### src/rtl/pipeline_pkg.sv
// Shared pipeline definitions: register-file geometry and in-flight write
// limits used by the hazard scoreboard and its per-register counters.
package pipeline_pkg;
  localparam int REG_INDEX_WIDTH = 5;
  localparam int NUM_REGS        = 32;
  localparam int MAX_INFLIGHT    = 2;
  localparam int COUNT_WIDTH     = $clog2(MAX_INFLIGHT + 1);

  typedef logic [REG_INDEX_WIDTH-1:0] reg_index_t;
endpackage

### src/rtl/hazard_scoreboard_if.sv
// Decode/EX/WB control bundle between the pipeline and the hazard scoreboard.
//   master : pipeline side, drives ID operands, EX flush and WB retire; sees id_stall
//   slave  : scoreboard side
interface hazard_scoreboard_if;
  import pipeline_pkg::*;

  logic       id_valid;
  reg_index_t id_rs1_index;
  logic       id_rs1_used;
  reg_index_t id_rs2_index;
  logic       id_rs2_used;
  reg_index_t id_rd_index;
  logic       id_writes_rd;
  logic       ex_flush;
  logic       wb_valid;
  reg_index_t wb_rd_index;
  logic       wb_writes_rd;
  logic       id_stall;

  modport master (
    output id_valid, id_rs1_index, id_rs1_used, id_rs2_index, id_rs2_used,
           id_rd_index, id_writes_rd, ex_flush, wb_valid, wb_rd_index, wb_writes_rd,
    input  id_stall
  );

  modport slave (
    input  id_valid, id_rs1_index, id_rs1_used, id_rs2_index, id_rs2_used,
           id_rd_index, id_writes_rd, ex_flush, wb_valid, wb_rd_index, wb_writes_rd,
    output id_stall
  );
endinterface

### src/rtl/hazard_scoreboard_counter.sv
// reg_pending_counter: outstanding-write count for one architectural register.
//   inc/dec : issue / retire targeting this register
//   count   : writes in flight; nonzero/full decoded from it
//   err     : this cycle's update would under/overflow (counter holds instead)
module reg_pending_counter #(
  parameter int MAX_INFLIGHT = pipeline_pkg::MAX_INFLIGHT,
  parameter int CW           = $clog2(MAX_INFLIGHT + 1)
) (
  input  logic          clk,
  input  logic          reset_n,
  input  logic          inc,
  input  logic          dec,
  output logic [CW-1:0] count,
  output logic          nonzero,
  output logic          full,
  output logic          err
);
  assign nonzero = (count != '0);
  assign full    = (count == CW'(MAX_INFLIGHT));

  // Simultaneous inc+dec nets to zero change, so it is never an error.
  assign err = (inc & ~dec & full) | (dec & ~inc & ~nonzero);

  always_ff @(posedge clk or negedge reset_n) begin
    if (!reset_n)                      count <= '0;
    else if (inc && !dec && !full)     count <= count + 1'b1;
    else if (dec && !inc && nonzero)   count <= count - 1'b1;
  end
endmodule

### src/rtl/hazard_scoreboard.sv
// hazard_scoreboard: tracks registers with writes in flight between issue
// (ID->EX) and retire (WB) and stalls decode on RAW / full-WAW hazards.
//   clk, reset_n   : clock, async active-low reset
//   sb             : ID operands, EX flush, WB retire in; id_stall out (comb)
//   pending_mask   : bit n set while register n has writes in flight (registered)
//   overflow_error : sticky counter under/overflow flag
//   stall_cycles   : saturating count of stalled cycles
module hazard_scoreboard #(
  parameter int NUM_REGS     = pipeline_pkg::NUM_REGS,
  parameter int MAX_INFLIGHT = pipeline_pkg::MAX_INFLIGHT
) (
  input  logic                clk,
  input  logic                reset_n,
  hazard_scoreboard_if.slave  sb,
  output logic [NUM_REGS-1:0] pending_mask,
  output logic                overflow_error,
  output logic [31:0]         stall_cycles
);
  import pipeline_pkg::*;

  localparam int CW = $clog2(MAX_INFLIGHT + 1);

  logic [NUM_REGS-1:0]         inc_oh, dec_oh, nz, full, err;
  logic [NUM_REGS-1:0][CW-1:0] cnt;
  logic                        issue, retire, raw, waw;

  // Hazards use registered counts only; a same-cycle retire does not bypass.
  assign raw = (sb.id_rs1_used & nz[sb.id_rs1_index]) |
               (sb.id_rs2_used & nz[sb.id_rs2_index]);
  assign waw = sb.id_writes_rd & (sb.id_rd_index != '0) & full[sb.id_rd_index];

  // A flushed ID instruction is discarded, so there is nothing to hold.
  assign sb.id_stall = sb.id_valid & (raw | waw) & ~sb.ex_flush;

  assign issue  = sb.id_valid & ~sb.id_stall & ~sb.ex_flush &
                  sb.id_writes_rd & (sb.id_rd_index != '0);
  assign retire = sb.wb_valid & sb.wb_writes_rd & (sb.wb_rd_index != '0);

  always_comb begin
    inc_oh = '0;
    dec_oh = '0;
    if (issue)  inc_oh[sb.id_rd_index] = 1'b1;
    if (retire) dec_oh[sb.wb_rd_index] = 1'b1;
  end

  // x0 is hardwired zero and never tracked.
  assign cnt[0]  = '0;
  assign nz[0]   = 1'b0;
  assign full[0] = 1'b0;
  assign err[0]  = 1'b0;

  for (genvar g = 1; g < NUM_REGS; g++) begin : g_reg
    reg_pending_counter #(.MAX_INFLIGHT(MAX_INFLIGHT), .CW(CW)) u_cnt (
      .clk    (clk),
      .reset_n(reset_n),
      .inc    (inc_oh[g]),
      .dec    (dec_oh[g]),
      .count  (cnt[g]),
      .nonzero(nz[g]),
      .full   (full[g]),
      .err    (err[g])
    );
  end

  // Counts are flops, so this decode tracks them edge-for-edge.
  always_comb begin
    pending_mask = '0;
    for (int n = 0; n < NUM_REGS; n++) pending_mask[n] = (cnt[n] != '0);
  end

  always_ff @(posedge clk or negedge reset_n) begin
    if (!reset_n) begin
      overflow_error <= 1'b0;
      stall_cycles   <= '0;
    end else begin
      if (|err) overflow_error <= 1'b1;
      if (sb.id_stall && stall_cycles != '1) stall_cycles <= stall_cycles + 1'b1;
    end
  end
endmodule

### src/flat_wrapper.sv
// flat-port wrapper written by rule: the top's interface ports become plain ports
module hazard_scoreboard_flat import pipeline_pkg::*;
#(
  parameter int NUM_REGS     = pipeline_pkg::NUM_REGS,
  parameter int MAX_INFLIGHT = pipeline_pkg::MAX_INFLIGHT
)
  (clk, reset_n, pending_mask, overflow_error, stall_cycles, sb_id_valid, sb_id_rs1_index, sb_id_rs1_used, sb_id_rs2_index, sb_id_rs2_used, sb_id_rd_index, sb_id_writes_rd, sb_ex_flush, sb_wb_valid, sb_wb_rd_index, sb_wb_writes_rd, sb_id_stall);
  hazard_scoreboard_if sb_i ();
  input  logic clk;
  input  logic reset_n;
  output logic [NUM_REGS-1:0] pending_mask;
  output logic overflow_error;
  output logic [31:0] stall_cycles;
  input wire logic [$bits(sb_i.id_valid)-1:0] sb_id_valid;
  input wire logic [$bits(sb_i.id_rs1_index)-1:0] sb_id_rs1_index;
  input wire logic [$bits(sb_i.id_rs1_used)-1:0] sb_id_rs1_used;
  input wire logic [$bits(sb_i.id_rs2_index)-1:0] sb_id_rs2_index;
  input wire logic [$bits(sb_i.id_rs2_used)-1:0] sb_id_rs2_used;
  input wire logic [$bits(sb_i.id_rd_index)-1:0] sb_id_rd_index;
  input wire logic [$bits(sb_i.id_writes_rd)-1:0] sb_id_writes_rd;
  input wire logic [$bits(sb_i.ex_flush)-1:0] sb_ex_flush;
  input wire logic [$bits(sb_i.wb_valid)-1:0] sb_wb_valid;
  input wire logic [$bits(sb_i.wb_rd_index)-1:0] sb_wb_rd_index;
  input wire logic [$bits(sb_i.wb_writes_rd)-1:0] sb_wb_writes_rd;
  output wire logic [$bits(sb_i.id_stall)-1:0] sb_id_stall;
  assign sb_i.id_valid = sb_id_valid;
  assign sb_i.id_rs1_index = sb_id_rs1_index;
  assign sb_i.id_rs1_used = sb_id_rs1_used;
  assign sb_i.id_rs2_index = sb_id_rs2_index;
  assign sb_i.id_rs2_used = sb_id_rs2_used;
  assign sb_i.id_rd_index = sb_id_rd_index;
  assign sb_i.id_writes_rd = sb_id_writes_rd;
  assign sb_i.ex_flush = sb_ex_flush;
  assign sb_i.wb_valid = sb_wb_valid;
  assign sb_i.wb_rd_index = sb_wb_rd_index;
  assign sb_i.wb_writes_rd = sb_wb_writes_rd;
  assign sb_id_stall = sb_i.id_stall;
  hazard_scoreboard #(.NUM_REGS(NUM_REGS), .MAX_INFLIGHT(MAX_INFLIGHT)) u_core (.clk(clk), .reset_n(reset_n), .sb(sb_i), .pending_mask(pending_mask), .overflow_error(overflow_error), .stall_cycles(stall_cycles));
endmodule
### config.mk
export PLATFORM = sky130hd
export DESIGN_NAME = hazard_scoreboard_flat
export DESIGN_NICKNAME = d
export VERILOG_FILES = /design/src/rtl/pipeline_pkg.sv /design/src/rtl/hazard_scoreboard_if.sv /design/src/rtl/hazard_scoreboard_counter.sv /design/src/rtl/hazard_scoreboard.sv /design/src/flat_wrapper.sv
export SDC_FILE = /design/constraint.sdc
export NUM_CORES = 1
export LEC_CHECK = 0
export ABC_AREA = 1
export CORE_ASPECT_RATIO = 1.4
export CORE_MARGIN = 2
export CORE_UTILIZATION = 55
export CTS_CLUSTER_SIZE = 40
export DETAILED_ROUTE_END_ITERATION = 12
export PLACE_DENSITY_LB_ADDON = 0.15
export SLEW_MARGIN = 15
export SYNTH_ARGS = -nofsm -noshare
export SYNTH_HDL_FRONTEND = slang
export SYNTH_SLANG_ARGS = --single-unit
### constraint.sdc
create_clock -name clk -period 2.5 [get_ports clk]
set_input_delay 0.375 -clock clk [delete_from_list [all_inputs] [get_ports clk]]
set_output_delay 0.375 -clock clk [all_outputs]
set_load 0.01 [all_outputs]
* After elaboration in Yosys (flattened, before gate mapping)
Cells that the tools add are included.
Operators by class: bitwise logic cells 264, equal/unequal tests 32, reduce and logical (&&, ||, !) cells 285, multiplexer cells 74, $lt $le $gt $ge 6, add/sub/neg operators 63
Operators by type and width (count):
- 1-bit AND | 136
- 1-bit logical AND | 127
- 2-bit two-way mux | 62
- 2-bit nonzero test | 62
- 1-bit NOT | 95
- 1-bit zero test | 93
- 32-bit two-way mux | 2
- 2-bit by 1-bit adder with 2-bit output, second input constant | 31
- 2-bit == test, second input constant | 31
- 2-bit by 1-bit subtractor with 2-bit output, second input constant | 31
- 1-bit OR | 33
- 32-bit by 1-bit adder with 32-bit output, second input constant | 1
- 32-bit inequality test, second input constant | 1
- 31-bit OR reduction | 1
- 5-bit by 6-bit less-than comparator with 1-bit output, second input constant | 4
- 1-bit binary-select mux with 5-bit select | 3
- 1-bit demux with 5-bit select | 2
- 5-bit by 1-bit greater-or-equal comparator with 1-bit output, second input constant | 2
- 5-bit nonzero test | 2
- 1-bit two-way mux | 5
Storage, ports and cells: register bits 95, output and inout port bits 66, bits of input ports 29

* Depth between registers and ports, before layout
Gate-level depths: netlist of run 1.
word-level depth 19, depth in mapped cells 20, depth with buffers taken out 20

* By module
Synthesis of run 1 repeated with hierarchy kept, for this count alone.
Unflattened totals: cells, all modules 1520, area total of the unflattened synthesis 8782.2 um^2
Modules (own cells, without submodules):
- reg_pending_counter | cells an instance 26, instances 31, area each 152.6 um^2
- hazard_scoreboard | cells an instance 714, instances 1, area each 4050.1 um^2

* Least setup slack after synthesis of run 1
Ideal clock, no wire load.
path kind input to register, from input port sb_id_rs1_index[0], to register u_core.stall_cycles[24], slack 0.209 ns, path buffers 2, arrival 2.174 ns, data required time 2.383 ns, stages 20, path through buf_4 > inv_4 > buf_4 > nand2_1 > nand3_1 > nand3_1 > nand3_1 > nand2_1 > nand2_1 > nand2_1 > nor2_2 > o21ai_1 > inv_1 > nand2_1 > nor2_2 > nand2_1 > nor2_1 > nand2_1 > nand2_1 > nand2_1
On the way: cells in the longest elaborated chain, start to end 8
RTL lines:
- from (decl) | line flat_wrapper.sv:15 | input wire logic [$bits(sb_i.id_rs1_index)-1:0] sb_id_rs1_index;
- 1-bit binary-select mux with 5-bit select | line hazard_scoreboard.sv:28 | assign raw = (sb.id_rs1_used & nz[sb.id_rs1_index]) |
- 1-bit two-way mux (not written as such) | line hazard_scoreboard.sv:28
- 1-bit AND | line hazard_scoreboard.sv:28
- 1-bit OR | line hazard_scoreboard.sv:28
- 1-bit OR | line hazard_scoreboard.sv:33 | assign sb.id_stall = sb.id_valid & (raw | waw) & ~sb.ex_flush;
- 1-bit AND (2 in a row) | line hazard_scoreboard.sv:33
- net sb_id_stall | line flat_wrapper.sv:25 | output wire logic [$bits(sb_i.id_stall)-1:0] sb_id_stall;
- 1-bit logical AND | line hazard_scoreboard.sv:77 | if (sb.id_stall && stall_cycles != '1) stall_cycles <= stall_cycles + 1'b1;
- to (signal assigned) | line hazard_scoreboard.sv:77
- to (decl) | line hazard_scoreboard.sv:17 | output logic [31:0] stall_cycles
The timed path passes the listed nets, and every way through them passes these cells. The select of a mux whose other input is x is not followed. A chain may end at the register's enable or synchronous reset.

* Worst setup path in the final report of run 1
from register u_core.g_reg[9].u_cnt.count[0], to register u_core.overflow_error
On the way: cells in the longest elaborated chain, start to end 19, elaborated cells between the ends (all ways) 209, classes of those cells 1 x eq/ne; 7 x mux; 199 x bitwise; 2 x reduce/logical
RTL lines:
- from (decl) | line hazard_scoreboard_counter.sv:13 | output logic [CW-1:0] count,
- from (signal assigned) | line hazard_scoreboard_counter.sv:26 | else if (inc && !dec && !full) count <= count + 1'b1;
- from (signal assigned) | line hazard_scoreboard_counter.sv:27 | else if (dec && !inc && nonzero) count <= count - 1'b1;
- 2-bit nonzero test | line hazard_scoreboard_counter.sv:18 | assign nonzero = (count != '0);
- 1-bit binary-select mux with 5-bit select (on tied branches) | line hazard_scoreboard.sv:28, hazard_scoreboard.sv:29
- 1-bit two-way mux (on tied branches) | line hazard_scoreboard.sv:28, hazard_scoreboard.sv:29
- 1-bit AND (on tied branches) | line hazard_scoreboard.sv:28, hazard_scoreboard.sv:29
- 1-bit OR | line hazard_scoreboard.sv:28
- 1-bit OR | line hazard_scoreboard.sv:33
- 1-bit AND (2 in a row) | line hazard_scoreboard.sv:33
- 1-bit NOT | line hazard_scoreboard.sv:35 | assign issue = sb.id_valid & ~sb.id_stall & ~sb.ex_flush &
- 1-bit AND (3 in a row) | line hazard_scoreboard.sv:35
- 1-bit AND | line hazard_scoreboard.sv:36 | sb.id_writes_rd & (sb.id_rd_index != '0);
- 32-bit two-way mux | line hazard_scoreboard.sv:42 | if (issue) inc_oh[sb.id_rd_index] = 1'b1;
- 1-bit NOT | line hazard_scoreboard_counter.sv:22 | assign err = (inc & ~dec & full) | (dec & ~inc & ~nonzero);
- 1-bit AND (2 in a row) | line hazard_scoreboard_counter.sv:22
- 1-bit OR | line hazard_scoreboard_counter.sv:22
- 31-bit OR reduction * | line hazard_scoreboard.sv:76 | if (|err) overflow_error <= 1'b1;
- to (signal assigned) | line hazard_scoreboard.sv:73 | overflow_error <= 1'b0;
- to (signal assigned) | line hazard_scoreboard.sv:76
- to (decl) | line hazard_scoreboard.sv:16 | output logic overflow_error,
Mark *: on every way between the ends. The rest lies on a longest branch, timed or not. The select of a mux whose other input is x is not followed.

==> results.md, run 1 <==
- Status: finished, violations left
- Failing checks: negative hold slack, negative setup slack
- Routability cong.: between 1 and 1.5
- CTS Buf Count: 9
- Yosys reg bits: 95
- N_diodes: 0
- Global-route wire length before repair: between 40,000 and 50,000 um
- Final period util: 1.00
- Multi-input gate area: between 0.004 and 0.005 sq mm
- Via Count: roughly 8,800
- Die Wd: 102 um
- Data required, critical path: 2.74 ns
- DIE AREA: roughly 0.015 sq mm
- Crit Path Class: flip-flop to flip-flop
- Final WS setup: -0.00253 ns
- Least-Margin Pin Slew: 0.524 ns
- Maximum VDD drop: around 0.49 mV
- Relative slew slack: 0.650
- Met2 layer usage reported by global route: 0.637
- Layout Nets: 1,421
- CTS Buffer Depth: 2
- Core Util, Final: 0.805
- Vias in the first global route: about 8,400
- Leakage: between 0.005 and 0.006 uW
- Placement-stage cell area: ~0.0098 sq mm
- Clock-pin slew of the registers on the worst-case setup and hold paths: roughly 0.080 ns
- Minimum clock period: 2.50 ns
- Critical path fanouts, max: 5
- PwrDens: 632 mW/mm^2
- CP Launch Type: flip-flop
- Initial Util: 0.559
- Fin. Hold Viols: 8
- Core footprint: around 0.013 sq mm
- H-tree lvl count: 3
- Final instance area: ~0.011 sq mm
- Total negative setup slack: -0.00253 ns
- Hold_buf cts: 0
- DRC: 0
- Top Ports: 95
- Placed Cells incl. Taps: around 1,600
- Max-slew violations: 0
- HP Class: input pin to asynchronous set/reset pin
- GRT overflow: 0
- Syn Nets: about 1,200
- FP Rows: 50
- Distinct cells, synth: 39
- Sink Count: between 90 and 100
- Initial antenna violation count: 0
- Post-Route WL: between 20,000 and 30,000 um
- GRT met3 Usage: 0.0665
- Post-DP HPWL: 20,800 um
- Max-cap violations: 0
- Seq. cell area: 0.00238 sq mm
- Count of warnings emitted by yosys: 0
- CP arrival: about 2.7 ns
- Mean post-synth cell area: roughly 6.5 sq um
- Worst setup EP type: flip-flop
- Max frequency: around 0.4 GHz
- Reg2Reg Setup Slack: -0.003 ns
- Clock Tree Root: clkbuf_16
- Final hold slack: -0.0172 ns
- Setup violators final: 1
- First-pass detailed-route iteration total: 5
- Share of layout cells above drive strength 1: 0.265
- CTS tree: yes
- Met1 usage: 0.427
- Area delta synth->final: 43.9%
- Initial DRC count: just under 700
- RSZ-0062 raised after global routing: true
- Die height: 142 um
- Grt peak-use layer: met2
- Final ANT Viol Nets: 0
- Clock Latency Late Sink: 0.36 ns
- Total Routing Usage GR: 0.369
- Port Buffers: 93
- Vias per cell: between 5 and 6
- Largest net degree at the start of global routing: 41
- Cell Count, Final, Fillers Out: approximately 1,600
- Mapped Area: ~0.0075 sq mm
- Sequential share of the synthesized area: 0.319
- Layout fillers: 999
- Fin Clk Skew: around 0.015 ns
- Average wire per standard cell: ~17 um
- Post-Syn Instances: around 1,100
## critical path: stages (launching register included)
cell and delay [ns]:
dfrtp_1 0.40, nor2_2 0.15, buf_4 0.15, nand2_1 0.05
nand2_1 0.07, nand2_1 0.05, nand3_1 0.06, nand3_1 0.08
nand2_1 0.09, nand2_1 0.06, nand3_2 0.08, nand2_4 0.08
nor2_8 0.16, buf_12 0.15, nand3_1 0.09, nand3_1 0.19
nand2_1 0.07, nor2_1 0.11, nand2_1 0.11, nor2_1 0.12
nand2_1 0.06
## power by group
group          total [uW]  internal (uW)  switching [uW]
Clock                1420            729             693
Sequential           2230           1930             302
Combinational        3120           1480            1650
Total                6770           4130            2640
## layout make-up
type / instances / area share
clock inverter: 6 / 0.00584
tap: 182 / 0.0212
sequential: 95 / 0.222
clock buffer: 10 / 0.0223
inverter: 161 / 0.0574
multi-input combinational: 831 / 0.430
timing repair buffer: 293 / 0.242
## per-layer routing
metal	vias up	part of all wire
li1	4140	-
met1	4058	0.37
met2	452	0.49
met3	107	0.083
met4	0	0.058
met5	-	0
## kinds of logic after synthesis
group / Yosys count / synth area share
AND/OR/NAND/NOR: 643 / 0.393
buffers and inverters: 212 / 0.131
AO/OA/AOI/OAI: 136 / 0.0962
flip-flops: 95 / 0.319
XOR/XNOR: 50 / 0.0588
adder cells (fa/ha/maj): 1 / 0.00168
other: 1 / 0.000503
## cell usage after synthesis (all sizes together)
cell | instances | area (sq um)
nand2 | 290 | 1120
inv | 160 | 603
nand3 | 140 | 746
nor2 | 133 | 553
dfrtp | 95 | 2380
o21ai | 81 | 413
buf | 46 | 348
xor2 | 44 | 385
a21oi | 40 | 200
nand4 | 22 | 144
nor3 | 20 | 100
nand3b | 19 | 143
or2 | 13 | 83.8
o211ai | 8 | 60.1
o22ai | 7 | 43.8
xnor2 | 6 | 52.6
clkbuf | 5 | 20.0
nor4 | 5 | 31.3
and3 | 1 | 6.26
clkinv | 1 | 5.00
conb | 1 | 3.75
ha | 1 | 12.5
## worst paths after layout
path                                                       startpoint                                          end  depth (start not counted)
max                        u_core.g_reg[9].u_cnt.count[0]$_DFFE_PN0P_            u_core.overflow_error$_DFFE_PN0P_                         20
min                                                           reset_n  u_core.g_reg[11].u_cnt.count[0]$_DFFE_PN0P_                          1
max reg2reg                u_core.g_reg[9].u_cnt.count[0]$_DFFE_PN0P_            u_core.overflow_error$_DFFE_PN0P_                         20
min reg2reg                       u_core.stall_cycles[27]$_DFFE_PN0P_          u_core.stall_cycles[27]$_DFFE_PN0P_                          1
max in group asynchronous                                     reset_n  u_core.g_reg[18].u_cnt.count[1]$_DFFE_PN0P_                          2
min in group clk                  u_core.stall_cycles[27]$_DFFE_PN0P_          u_core.stall_cycles[27]$_DFFE_PN0P_                          1
## cell usage in the layout, fill, tap and decap left out, types with 7 or more instances in the layout
cell type | Yosys | routed
dfrtp_1 | 95 | 95
a21oi_1 | 40 | 20
inv_2 | 4 | 16
nand2_2 | 4 | 35
buf_6 | 2 | 14
nor2_2 | 6 | 16
nor2_4 | 3 | 8
nor3_1 | 20 | 19
or2_1 | 11 | 7
nand3_1 | 131 | 113
inv_1 | 155 | 141
o211ai_1 | 8 | 8
nand3_2 | 9 | 25
a21oi_2 | 0 | 7
o21ai_0 | 52 | 39
nor2_1 | 123 | 108
nand3b_1 | 19 | 19
clkbuf_16 | 0 | 9
buf_4 | 36 | 177
a21oi_4 | 0 | 13
nand4_1 | 21 | 21
o21ai_1 | 27 | 35
clkdlybuf4s50_1 | 0 | 82
nand2_1 | 283 | 250
buf_12 | 1 | 10
xor2_1 | 44 | 43
## per-stage QoR
stage / power, uW / worst slack, ns / hold WS [ns]
floorplan: 3650 / 0.209 / 0.0794
global placement: 4990 / -0.744 / 0.382
detailed placement: 5040 / -0.775 / 0.383
CTS: 6520 / -0.00758 / 0.00687
global route: 7140 / -0.144 / 0.0204
finish: 6770 / -0.00253 / -0.0172
## timing repair
item                       4_1_cts  5_1_grt
pin swaps                        6       50
hold endpoints to repair         0        0
setup buffers                    4        2
gates resized for setup         38      151
setup endpoints to repair       94       75
## sequential cells by signal, indices dropped and copies added (netlist names)
signal / cells
u_core.stall_cycles: 32
u_core.overflow_error: 1
u_core.g.u_cnt.count: 62
(Power assumes the default switching activity.)
==> inputs of run 2 (changes only) <==
SKIP_LAST_GASP = 1   (was not set)
==> run 2 against run 1 <==
Compared with the run above:
- the flow finishes with violations (negative hold slack)
- count of clock-buffer cells in the layout unchanged
- utilization increased by 0.24 points
- final cell count about the same
- largest cell class unchanged
- critical endpoint unchanged
- worst setup slack gained 0.022 ns
- clock skew down 0.0013 ns
- critical path type unchanged
- non-clock buffer count grew 1
- sequential power about the same
==> results.md, run 2 (same netlist as run 1, synthesis figures left out) <==
- Initial Util: 0.559
- Status: finished, violations left
- Top Ports: between 90 and 100
- Fin Clk Skew: 0.0134 ns
- Crit Path Class: flip-flop to flip-flop
- Largest net degree at the start of global routing: 41
- Routability cong.: approximately 1.0
- Max reg flops: a little over 60
- Port Buffers: 93
- Register with the most flip-flops: u_core.g.u_cnt.count
- GRT overflow: 0
- Commonest non-fill, non-tap cell in the layout: nand2_1
- Sink Count: 95
- H-tree lvl count: 3
- Total Routing Usage GR: 0.369
- CP Launch Type: flip-flop
- Share of layout cells above drive strength 1: 0.266
- Crit-path cells: nor2_2 -> buf_4 -> nand2_1 -> nand2_1 -> nand2_1 -> nand3_1 -> nand3_1 -> nand2_1 -> nand2_1 -> nand3_2 -> nand2_4 -> nor2_8 -> buf_12 -> nand3_1 -> nand3_1 -> nand2_1 -> nor2_1 -> nand2_1 -> nor2_1 -> nand2_1
- FP Rows: 50
- Crit path from: u_core.g_reg[9].u_cnt.count[0]$_DFFE_PN0P_
- Via Count: between 8,000 and 9,000
- Worst path bufs/invs: 2
- Relative slew slack: 0.650
- Setup violators final: 0
- Cell Count, Final, Fillers Out: 1,579
- Maximum VDD drop: 0.495 mV
- CP dominant cell by count: nand2_1
- Clock Latency Late Sink: roughly 0.35 ns
- Global-route wire length before repair: a little over 40,000 um
- Max-slew violations: 0
- Failing checks: negative hold slack
- Top delay family on crit path: simple AND/OR/NAND/NOR gates
- Vias per cell: approximately 5.5
- CTS tree: yes
- Vias in the first global route: between 8,000 and 9,000
- Post-DP HPWL: between 20,000 and 25,000 um
- Fin. Hold Viols: 8
- First-pass detailed-route iteration total: 5
- Placed Cells incl. Taps: around 1,600
- Max frequency: 0.403 GHz
- DRC: 0
- Die height: 142 um
- Leakage: 0.00528 uW
- Minimum clock period: ~2.5 ns
- Final hold slack: -0.0140 ns
- Core Util, Final: 0.807
- CTS Buffer Depth: 2
- Final period util: 0.992
- Layout Nets: 1,422
- Initial DRC count: approximately 600
- Average wire per standard cell: 17.2 um
- Final ANT Viol Nets: 0
- Clock-pin slew of the registers on the worst-case setup and hold paths: around 0.080 ns
- PwrDens: about 630 mW/mm^2
- Top Registers: u_core.g.u_cnt.count x62, u_core.stall_cycles x32, u_core.overflow_error x1
- CP arrival: 2.72 ns
- Clock Tree Root: clkbuf_16
- CTS Buf Count: 9
- Worst setup EP type: flip-flop
- Data required, critical path: about 2.7 ns
- Max-cap violations: 0
- Post-Route WL: approximately 27,000 um
- N_diodes: 0
- HP Class: input pin to asynchronous set/reset pin
- Initial antenna violation count: 0
- DIE AREA: 0.0145 sq mm
- Least-Margin Pin Slew: about 0.52 ns
- Die Wd: ~100 um
- Core footprint: ~0.013 sq mm
- Hold_buf cts: 0
- Slowest cell on the critical path: dfrtp_1
- RSZ-0062 raised after global routing: true
- Worst path max stage delay: about 0.4 ns
- Critical path fanouts, max: 5
- Reg-to-Reg Start: u_core.g_reg[9].u_cnt.count[0]$_DFFE_PN0P_
- Most frequent cells in the layout: nand2_1 (251), buf_4 (176), inv_1 (142), nand3_1 (113), nor2_1 (107)
- Area delta synth->final: 44.3%
-- run 2: cell count changes in the layout (fill, tap and decap cells not counted), moves of 2 or more --
cell and change:
buf_6 +2, nand3_2 -2, nand3_4 +2, o21ai_1 -2
o21ai_2 +3
-- run 2: repair_timing --
action,CTS,global route
gates resized for setup,36,162
setup buffers,4,3
cloned,0,0
pin swaps,5,62
endpoints found under the setup margin,94,75
-- run 2: worst register-to-register path, delay by kind of cell (launching register included) --
kind / cells / cell delay (ns)
AND/OR/NAND/NOR: 18 / 1.69
buffers and inverters: 2 / 0.30
flip-flops: 1 / 0.40
-- run 2: worst paths after layout --
check,end,slack [ns],cells after the start
worst max register to register,u_core.overflow_error$_DFFE_PN0P_,0.02,20
worst min register to register,u_core.stall_cycles[27]$_DFFE_PN0P_,0.51,1
min in group clk,u_core.stall_cycles[27]$_DFFE_PN0P_,0.51,1
max in group asynchronous,u_core.g_reg[18].u_cnt.count[1]$_DFFE_PN0P_,1.91,2
worst min-delay path,u_core.g_reg[11].u_cnt.count[0]$_DFFE_PN0P_,-0.01,1
worst max-delay path,u_core.overflow_error$_DFFE_PN0P_,0.02,20
-- run 2: power by group --
group | internal [uW] | switching (uW) | leakage (uW)
combinational | 1490 | 1660 | 0.00403
clock | 728 | 689 | 0.000148
sequential | 1930 | 300 | 0.00110
total | 4140 | 2650 | 0.00528
-- run 2: through the flow --
step	power (uW)	cell area (sq um)	setup TNS, ns	setup slack, ns
floorplan	3650	7450	0	0.209
global placement	4990	9800	-48.97	-0.744
detailed placement	5040	9800	-51.09	-0.775
CTS	6520	10200	-0.0279	-0.0256
global route	7160	10800	-1.15	-0.109
finish	6790	10800	0	0.0191
-- run 2: area by class of cell --
type | count | area (sq um)
Inverter | 161 | 618
Sequential cell | 95 | 2380
Clock buffer | 10 | 239
Multi-Input combinational cell | 831 | 4620
Timing Repair Buffer | 294 | 2610
Tap cell | 182 | 228
Clock inverter | 6 | 62.6
Fill cell | 980 | 2570
-- run 2: routing by layer --
metal  track usage  up-vias  share of wire
met5             0        -              0
met4         0.196        0          0.059
met3        0.0665      106          0.077
met2         0.637      421           0.50
met1         0.426     4068           0.37
li1              -     4141              -
